==> config.mk <==
export PLATFORM = sky130hd
export DESIGN_NAME = wb_trace_buffer
export DESIGN_NICKNAME = d
export VERILOG_FILES = /design/src/rtl/trace_pkg.sv /design/src/rtl/trace_fifo.sv /design/src/rtl/wb_trace_buffer.sv
export SDC_FILE = /design/constraint.sdc
export NUM_CORES = 1
export LEC_CHECK = 0
export BUFFER_PORTS_ARGS = -buffer_cell sky130_fd_sc_hd__buf_2
export CAP_MARGIN = 15
export CORE_ASPECT_RATIO = 2
export CORE_MARGIN = 3
export CORE_UTILIZATION = 25
export CTS_CLUSTER_DIAMETER = 50
export DETAILED_ROUTE_END_ITERATION = 16
export SLEW_MARGIN = 5
export SYNTH_ARGS = -nofsm -noshare
export SYNTH_HDL_FRONTEND = slang
export SYNTH_SLANG_ARGS = --single-unit
export TNS_END_PERCENT = 30
==> constraint.sdc <==
create_clock -name clk -period 4.8 [get_ports clk]
set_clock_uncertainty 0.1 [all_clocks]
set_input_delay 0.48 -clock clk [delete_from_list [all_inputs] [get_ports clk]]
set_output_delay 0.48 -clock clk [all_outputs]
set_load 0.02 [all_outputs]
==> src/rtl/trace_pkg.sv <==
// trace_pkg: shared record layout, kind bit indices and default widths for the commit-trace buffer
//   trace_rec_t : {ts, kind[2:0], rd, rf_data, addr, mem_data} at default widths
//   KIND_*      : bit positions inside kind ({mem_rd, mem_wr, rf_wr})
//   pack_kind   : builds the kind field from the three event flags
package trace_pkg;
    localparam int DATA_W_DEF  = 32;
    localparam int DM_ADDR_DEF = 9;
    localparam int TS_W_DEF    = 16;
    localparam int KIND_RF     = 0;
    localparam int KIND_MW     = 1;
    localparam int KIND_MR     = 2;
    typedef struct packed {
        logic [TS_W_DEF-1:0]    ts;
        logic [2:0]             kind;
        logic [4:0]             rd;
        logic [DATA_W_DEF-1:0]  rf_data;
        logic [DM_ADDR_DEF-1:0] addr;
        logic [DATA_W_DEF-1:0]  mem_data;
    } trace_rec_t;
    function automatic logic [2:0] pack_kind(input logic rf, input logic mw, input logic mr);
        logic [2:0] k;
        k = '0;
        k[KIND_RF] = rf;
        k[KIND_MW] = mw;
        k[KIND_MR] = mr;
        return k;
    endfunction
endpackage

==> src/rtl/trace_fifo.sv <==
// trace_fifo: synchronous FIFO of trace records with separate occupancy counter
//   clk, reset (async active-low), clear (sync flush, wins over push/pop)
//   push/din  : store din when not full, or when full and a pop frees a slot
//   pop       : advance head when not empty
//   head      : current head slot, unregistered
//   full, empty, count : occupancy status
module trace_fifo
    import trace_pkg::*;
#(
    parameter int DEPTH = 8,
    parameter type rec_t = trace_rec_t
) (
    input  logic                     clk,
    input  logic                     reset,
    input  logic                     clear,
    input  logic                     push,
    input  rec_t                     din,
    input  logic                     pop,
    output rec_t                     head,
    output logic                     full,
    output logic                     empty,
    output logic [$clog2(DEPTH):0]   count
);
    localparam int AW = $clog2(DEPTH);
    rec_t mem_q [DEPTH];
    logic [AW-1:0] wr_q, wr_d, rd_q, rd_d;
    logic [AW:0] cnt_q, cnt_d;
    logic do_push, do_pop;
    assign empty   = cnt_q == '0;
    assign full    = cnt_q == (AW+1)'(DEPTH);
    assign do_pop  = pop && !empty && !clear;
    // a full FIFO still accepts a push when the head leaves in the same cycle
    assign do_push = push && !clear && (!full || do_pop);
    assign head    = mem_q[rd_q];
    assign count   = cnt_q;
    always_comb begin
        wr_d  = clear ? '0 : wr_q + AW'(do_push);
        rd_d  = clear ? '0 : rd_q + AW'(do_pop);
        cnt_d = clear ? '0 : cnt_q + (AW+1)'(do_push) - (AW+1)'(do_pop);
    end
    always_ff @(posedge clk or negedge reset) begin
        if (!reset) begin
            wr_q  <= '0;
            rd_q  <= '0;
            cnt_q <= '0;
        end else begin
            wr_q  <= wr_d;
            rd_q  <= rd_d;
            cnt_q <= cnt_d;
        end
    end
    // storage is cleared on reset so the head outputs read zero
    always_ff @(posedge clk or negedge reset) begin
        if (!reset) begin
            for (int i = 0; i < DEPTH; i++) mem_q[i] <= '0;
        end else if (do_push) begin
            mem_q[wr_q] <= din;
        end
    end
endmodule

==> src/rtl/wb_trace_buffer.sv <==
// wb_trace_buffer: packs writeback/data-memory events into timestamped records and queues them
//   clk, reset (async active-low), clear (sync flush of queue, counters and timestamp)
//   rf_we/rf_num/rf_data            : register writeback debug port
//   dm_wr/dm_rd/dm_addr/dm_wdata/dm_rdata : data-memory port
//   out_valid/out_ready/out_*       : head record, popped on valid && ready
//   count, overflow, drop_cnt       : occupancy, sticky drop flag, saturating drop count
module wb_trace_buffer
    import trace_pkg::*;
#(
    parameter int DEPTH      = 8,
    parameter int DATA_W     = 32,
    parameter int DM_ADDRESS = 9,
    parameter int TS_W       = 16
) (
    input  logic                    clk,
    input  logic                    reset,
    input  logic                    clear,
    input  logic                    rf_we,
    input  logic [4:0]              rf_num,
    input  logic [DATA_W-1:0]       rf_data,
    input  logic                    dm_wr,
    input  logic                    dm_rd,
    input  logic [DM_ADDRESS-1:0]   dm_addr,
    input  logic [DATA_W-1:0]       dm_wdata,
    input  logic [DATA_W-1:0]       dm_rdata,
    output logic                    out_valid,
    input  logic                    out_ready,
    output logic [TS_W-1:0]         out_ts,
    output logic [2:0]              out_kind,
    output logic [4:0]              out_rd,
    output logic [DATA_W-1:0]       out_rf_data,
    output logic [DM_ADDRESS-1:0]   out_addr,
    output logic [DATA_W-1:0]       out_mem_data,
    output logic [$clog2(DEPTH):0]  count,
    output logic                    overflow,
    output logic [7:0]              drop_cnt
);
    typedef struct packed {
        logic [TS_W-1:0]       ts;
        logic [2:0]            kind;
        logic [4:0]            rd;
        logic [DATA_W-1:0]     rf_data;
        logic [DM_ADDRESS-1:0] addr;
        logic [DATA_W-1:0]     mem_data;
    } rec_t;
    logic [TS_W-1:0] ts_q, ts_d;
    logic overflow_q, overflow_d;
    logic [7:0] drop_q, drop_d;
    logic rf_wr, push, drop, full, empty;
    rec_t rec, head;
    // writes to x0 are not architectural events
    assign rf_wr = rf_we && rf_num != 5'd0;
    assign push  = (rf_wr || dm_wr || dm_rd) && !clear;
    // full implies out_valid, so out_ready alone decides whether a slot frees up
    assign drop  = push && full && !out_ready;
    always_comb begin
        rec          = '0;
        rec.ts       = ts_q;
        rec.kind     = pack_kind(rf_wr, dm_wr, dm_rd);
        rec.rd       = rf_num;
        rec.rf_data  = rf_data;
        rec.addr     = dm_addr;
        rec.mem_data = dm_wr ? dm_wdata : dm_rdata;
    end
    always_comb begin
        ts_d       = clear ? '0 : ts_q + 1'b1;
        overflow_d = clear ? 1'b0 : overflow_q | drop;
        drop_d     = clear ? '0 : drop_q + 8'(drop && drop_q != 8'hFF);
    end
    always_ff @(posedge clk or negedge reset) begin
        if (!reset) begin
            ts_q       <= '0;
            overflow_q <= 1'b0;
            drop_q     <= '0;
        end else begin
            ts_q       <= ts_d;
            overflow_q <= overflow_d;
            drop_q     <= drop_d;
        end
    end
    trace_fifo #(.DEPTH(DEPTH), .rec_t(rec_t)) u_fifo (
        .clk   (clk),
        .reset (reset),
        .clear (clear),
        .push  (push),
        .din   (rec),
        .pop   (out_ready),
        .head  (head),
        .full  (full),
        .empty (empty),
        .count (count)
    );
    assign out_valid    = !empty;
    assign out_ts       = head.ts;
    assign out_kind     = head.kind;
    assign out_rd       = head.rd;
    assign out_rf_data  = head.rf_data;
    assign out_addr     = head.addr;
    assign out_mem_data = head.mem_data;
    assign overflow     = overflow_q;
    assign drop_cnt     = drop_q;
endmodule

==> run_results.csv <==
group,metric,value,unit
status,outcome,"finished clean",
placement,dp_cells,4239,
timing,timing.max_slew.rel_slack,0.374,
timing,slew_viol_final,0,
synth,xor_xnor_cell_area_share_of_the_yosys_netlist,0.00451,
layout,post_layout_nonfiller_instances,4417,
synth,synth_nets,2351,
timing,layout_setup_ws,1.15,ns
power_and_ir_drop,leakagePower,19.6,nW
detailed_routing,post_drt_wl_per_cell,20.2,um
die,initial_core_util,0.253,
global_route,grt_first_pass_wirelength,139,mm
detailed_routing,drt_wl_total,89.2,mm
timing,rsz0062_at_grt,"no",
placement,portBuffers,227,
detailed_routing,drt_first_iter_violations,809,
synth,synth_simple_gate_area_share,0.0157,
layout,finalNetCount,2578,
detailed_routing,postRouteAntennaNets,0,
synth,synth.top_cell.area_share,0.550,
synth,synth_compound_area_frac,0.00356,
synth,synth_warnings,0,
placement,detailedPlacementHpwl,52.6,mm
global_route,global_route.overflow_total,0,
die,die_height,549,um
layout,drive_above_1_share,0.544,
worst_setup_path,critical-path-slowest-cell,"dfrtp_4",
global_route,vias_in_the_first_global_route,22700,
synth,synth_top_flop_cell,"dfrtp_1",
timing,setup-tns-final,0,ns
worst_setup_path,worst_ep_required_time,4.22,ns
layout,layout_common_cells,"dfrtp_1 (808), mux2_2 (704), buf_2 (226)",
synth,number_of_distinct_standard_cells_referenced_by_the_synthesized_netlist,44,
power_and_ir_drop,power_per_cell_area,501,nW/um2
layout,mostFrequentLayoutCell,"dfrtp_1",
clock_tree,numCtsBuffers,84,
timing,tightest_slew,0.939,ns
layout,area_growth_syn_to_layout,18.1,%
global_route,number_of_antenna_violations_at_the_first_check_in_global_routing,3,
synth,ys_seq_area_frac,0.550,
clock_tree,cts-root-buf,"clkbuf_16",
global_route,grt_start_max_net_pins,117,
worst_setup_path,timing.critical_path.slowest_cell_delay,0.72,ns
synth,combinational_family_with_the_most_area_after_synthesis,"multiplexers",
timing,hold-worst-slack,0.0502,ns
synth,area_share_of_fa_ha_maj_cells_after_synthesis,0.00495,
detailed_routing,dr.pass1.iters,4,
synth,post_synth_mux_area_share,0.398,
clock_tree,insertion_delay_of_the_later_clocked_pin_in_the_worst_skew_pair,0.67,ns
detailed_routing,vias,20100,
timing,period_minus_slack,3.65,ns
worst_setup_path,critPathMostFrequentCell,"buf_12",
worst_hold_path,holdCritPathClass,"input pin to register",
timing,hold_fails_final_rpt,0,
worst_setup_path,cp_cell_sequence,"buf_12 -> buf_12 -> mux4_2 -> mux2_2 -> buf_2",
synth,synth-edff-count,0,
worst_setup_path,critPathArrivalTime,3.07,ns
detailed_routing,route.detailed.vias_per_inst,4.54,
worst_setup_path,cp-end-kind,"primary output",
run,max-cap-violations,0,
synth,library_cell_occupying_the_most_area_in_the_post_synthesis_netlist,"dfrtp_1",
die,die_x,278,um
power_and_ir_drop,power.ir.vdd_worst,0.000311,V
timing,timing.final.setup_violations,0,
clock_tree,post_cts_resize_count,0,
synth,postSynthAreaPerCell,16.6,um2
die,core_footprint,146000,um2
synth,synth_area,36900,um2
worst_setup_path,criticalPathCategory,"register to primary output",
placement,minimum_setup_slack_after_placement,1.16,ns
worst_setup_path,setup.worst_path.start_class,"register",
timing,peak_freq,274,MHz
layout,finalCoreUtilization,0.298,
clock_tree,clk_pin_slew_worst_paths,0.06,ns
worst_setup_path,cp_max_fo,27,
synth,postSynthCellCount,2220,
die,die_area,153000,um2
clock_tree,clock_tree_buffer_depth,3,
clock_tree,cts_tree,"done",
clock_tree,cts-htree-levels,3,
global_route,grt.total_usage,0.118,
synth,synth.ff_latch_count,811,
placement,routabilityCongestion,0.690,
clock_tree,clock_sinks,811,
synth,fraction_of_registers_with_async_set_reset,1.00,
synth,synth.area.top_cells,"dfrtp_1 (55%), mux2_2 (21%), mux4_2 (12%)",
timing,final_period_utilization,0.760,
detailed_routing,route.detailed.drc,0,
die,ios,228,
die,std_cell_rows,198,
-- worst paths after layout --
check / from / slack (ns) / depth (start not counted) / endpoint
min in group asynchronous: reset / 0.37 / 2 / u_fifo.mem_q[563]
worst min register to register: u_fifo.mem_q[495] / 0.38 / 1 / u_fifo.mem_q[495]
worst max-delay path: u_fifo.rd_q[0] / 1.15 / 5 / out_mem_data[25]
max in group asynchronous: reset / 2.94 / 3 / u_fifo.mem_q[294]
worst max register to register: u_fifo.count[2] / 1.51 / 7 / u_fifo.mem_q[32]
worst min-delay path: rf_data[5] / 0.05 / 2 / u_fifo.mem_q[628]
-- critical path: cells and delay by family, from the launching register on --
kind     cells  cell delay (ns)
mux          2             0.83
buf+inv      3             0.78
flops        1             0.72
-- stage by stage --
| step | instance area (um2) | total power [W] |
|---|---|---|
| 5_1_grt | 43600 | 0.0230 |
| 3_3_place_gp | 40400 | 0.0149 |
| 2_1_floorplan | 36900 | 0.0132 |
| 4_1_cts | 43600 | 0.0223 |
| 3_5_place_dp | 40400 | 0.0151 |
| 6_report | 43600 | 0.0218 |
-- Yosys cell counts, types with 6 or more instances --
master	count
a21oi_1	6
buf_1	22
buf_2	13
buf_4	22
buf_6	11
clkbuf_1	93
dfrtp_1	811
ha_1	13
inv_1	8
mux2_1	171
mux2_2	704
mux2_4	30
mux4_2	194
nand2_1	7
nand3_1	9
nand4_1	7
nor2_1	19
nor2b_1	10
or3_1	7
xnor2_1	10
xor2_1	9
-- final cells by class --
| cell class | count | area (um2) |
|---|---|---|
| Antenna cell | 2 | 5.00 |
| Clock buffer | 120 | 2480 |
| Clock inverter | 34 | 502 |
| Fill cell | 14500 | 103000 |
| Inverter | 8 | 30.0 |
| Multi-Input combinational cell | 1236 | 15700 |
| Sequential cell | 811 | 20300 |
| Tap cell | 1900 | 2380 |
| Timing Repair Buffer | 306 | 2160 |
-- power by group --
group	total (W)	internal, W	switching, W
Sequential	0.00924	0.00843	0.000806
Combinational	0.00559	0.00305	0.00255
Clock	0.00700	0.00408	0.00292
-- cells by family (layout without fill, tap and decap cells) --
logic type / Yosys count / in the layout
adder cells (fa/ha/maj): 14 / 14
AND/OR/NAND/NOR: 87 / 87
XOR/XNOR: 19 / 19
other: 0 / 2
AO/OA/AOI/OAI: 17 / 17
flip-flops: 811 / 811
buffers and inverters: 173 / 468
multiplexers: 1099 / 1099
-- metal layers --
| layer | global-route usage | routed length, um | vias up |
|---|---|---|---|
| met2 | 0.210 | 46100 | 339 |
| li1 | - | - | 8722 |
| met1 | 0.143 | 37500 | 10900 |
| met4 | 0.0382 | 2100 | 2 |
| met3 | 0.0219 | 3510 | 126 |
| met5 | 0 | 13 | - |
-- flip-flops by register name, indices dropped and copies added, names as in the netlist --
| name | count |
|---|---|
| drop_cnt | 8 |
| u_fifo.rd_q | 3 |
| u_fifo.count | 4 |
| u_fifo.mem_q | 776 |
| u_fifo.wr_q | 3 |
| overflow | 1 |
| ts_q | 16 |
-- repair_timing --
action	4_1_cts	5_1_grt
hold endpoints to repair	199	0
hold buffers	22	0
setup buffers	0	0
Note: power is estimated with default switching activity, not from simulation.
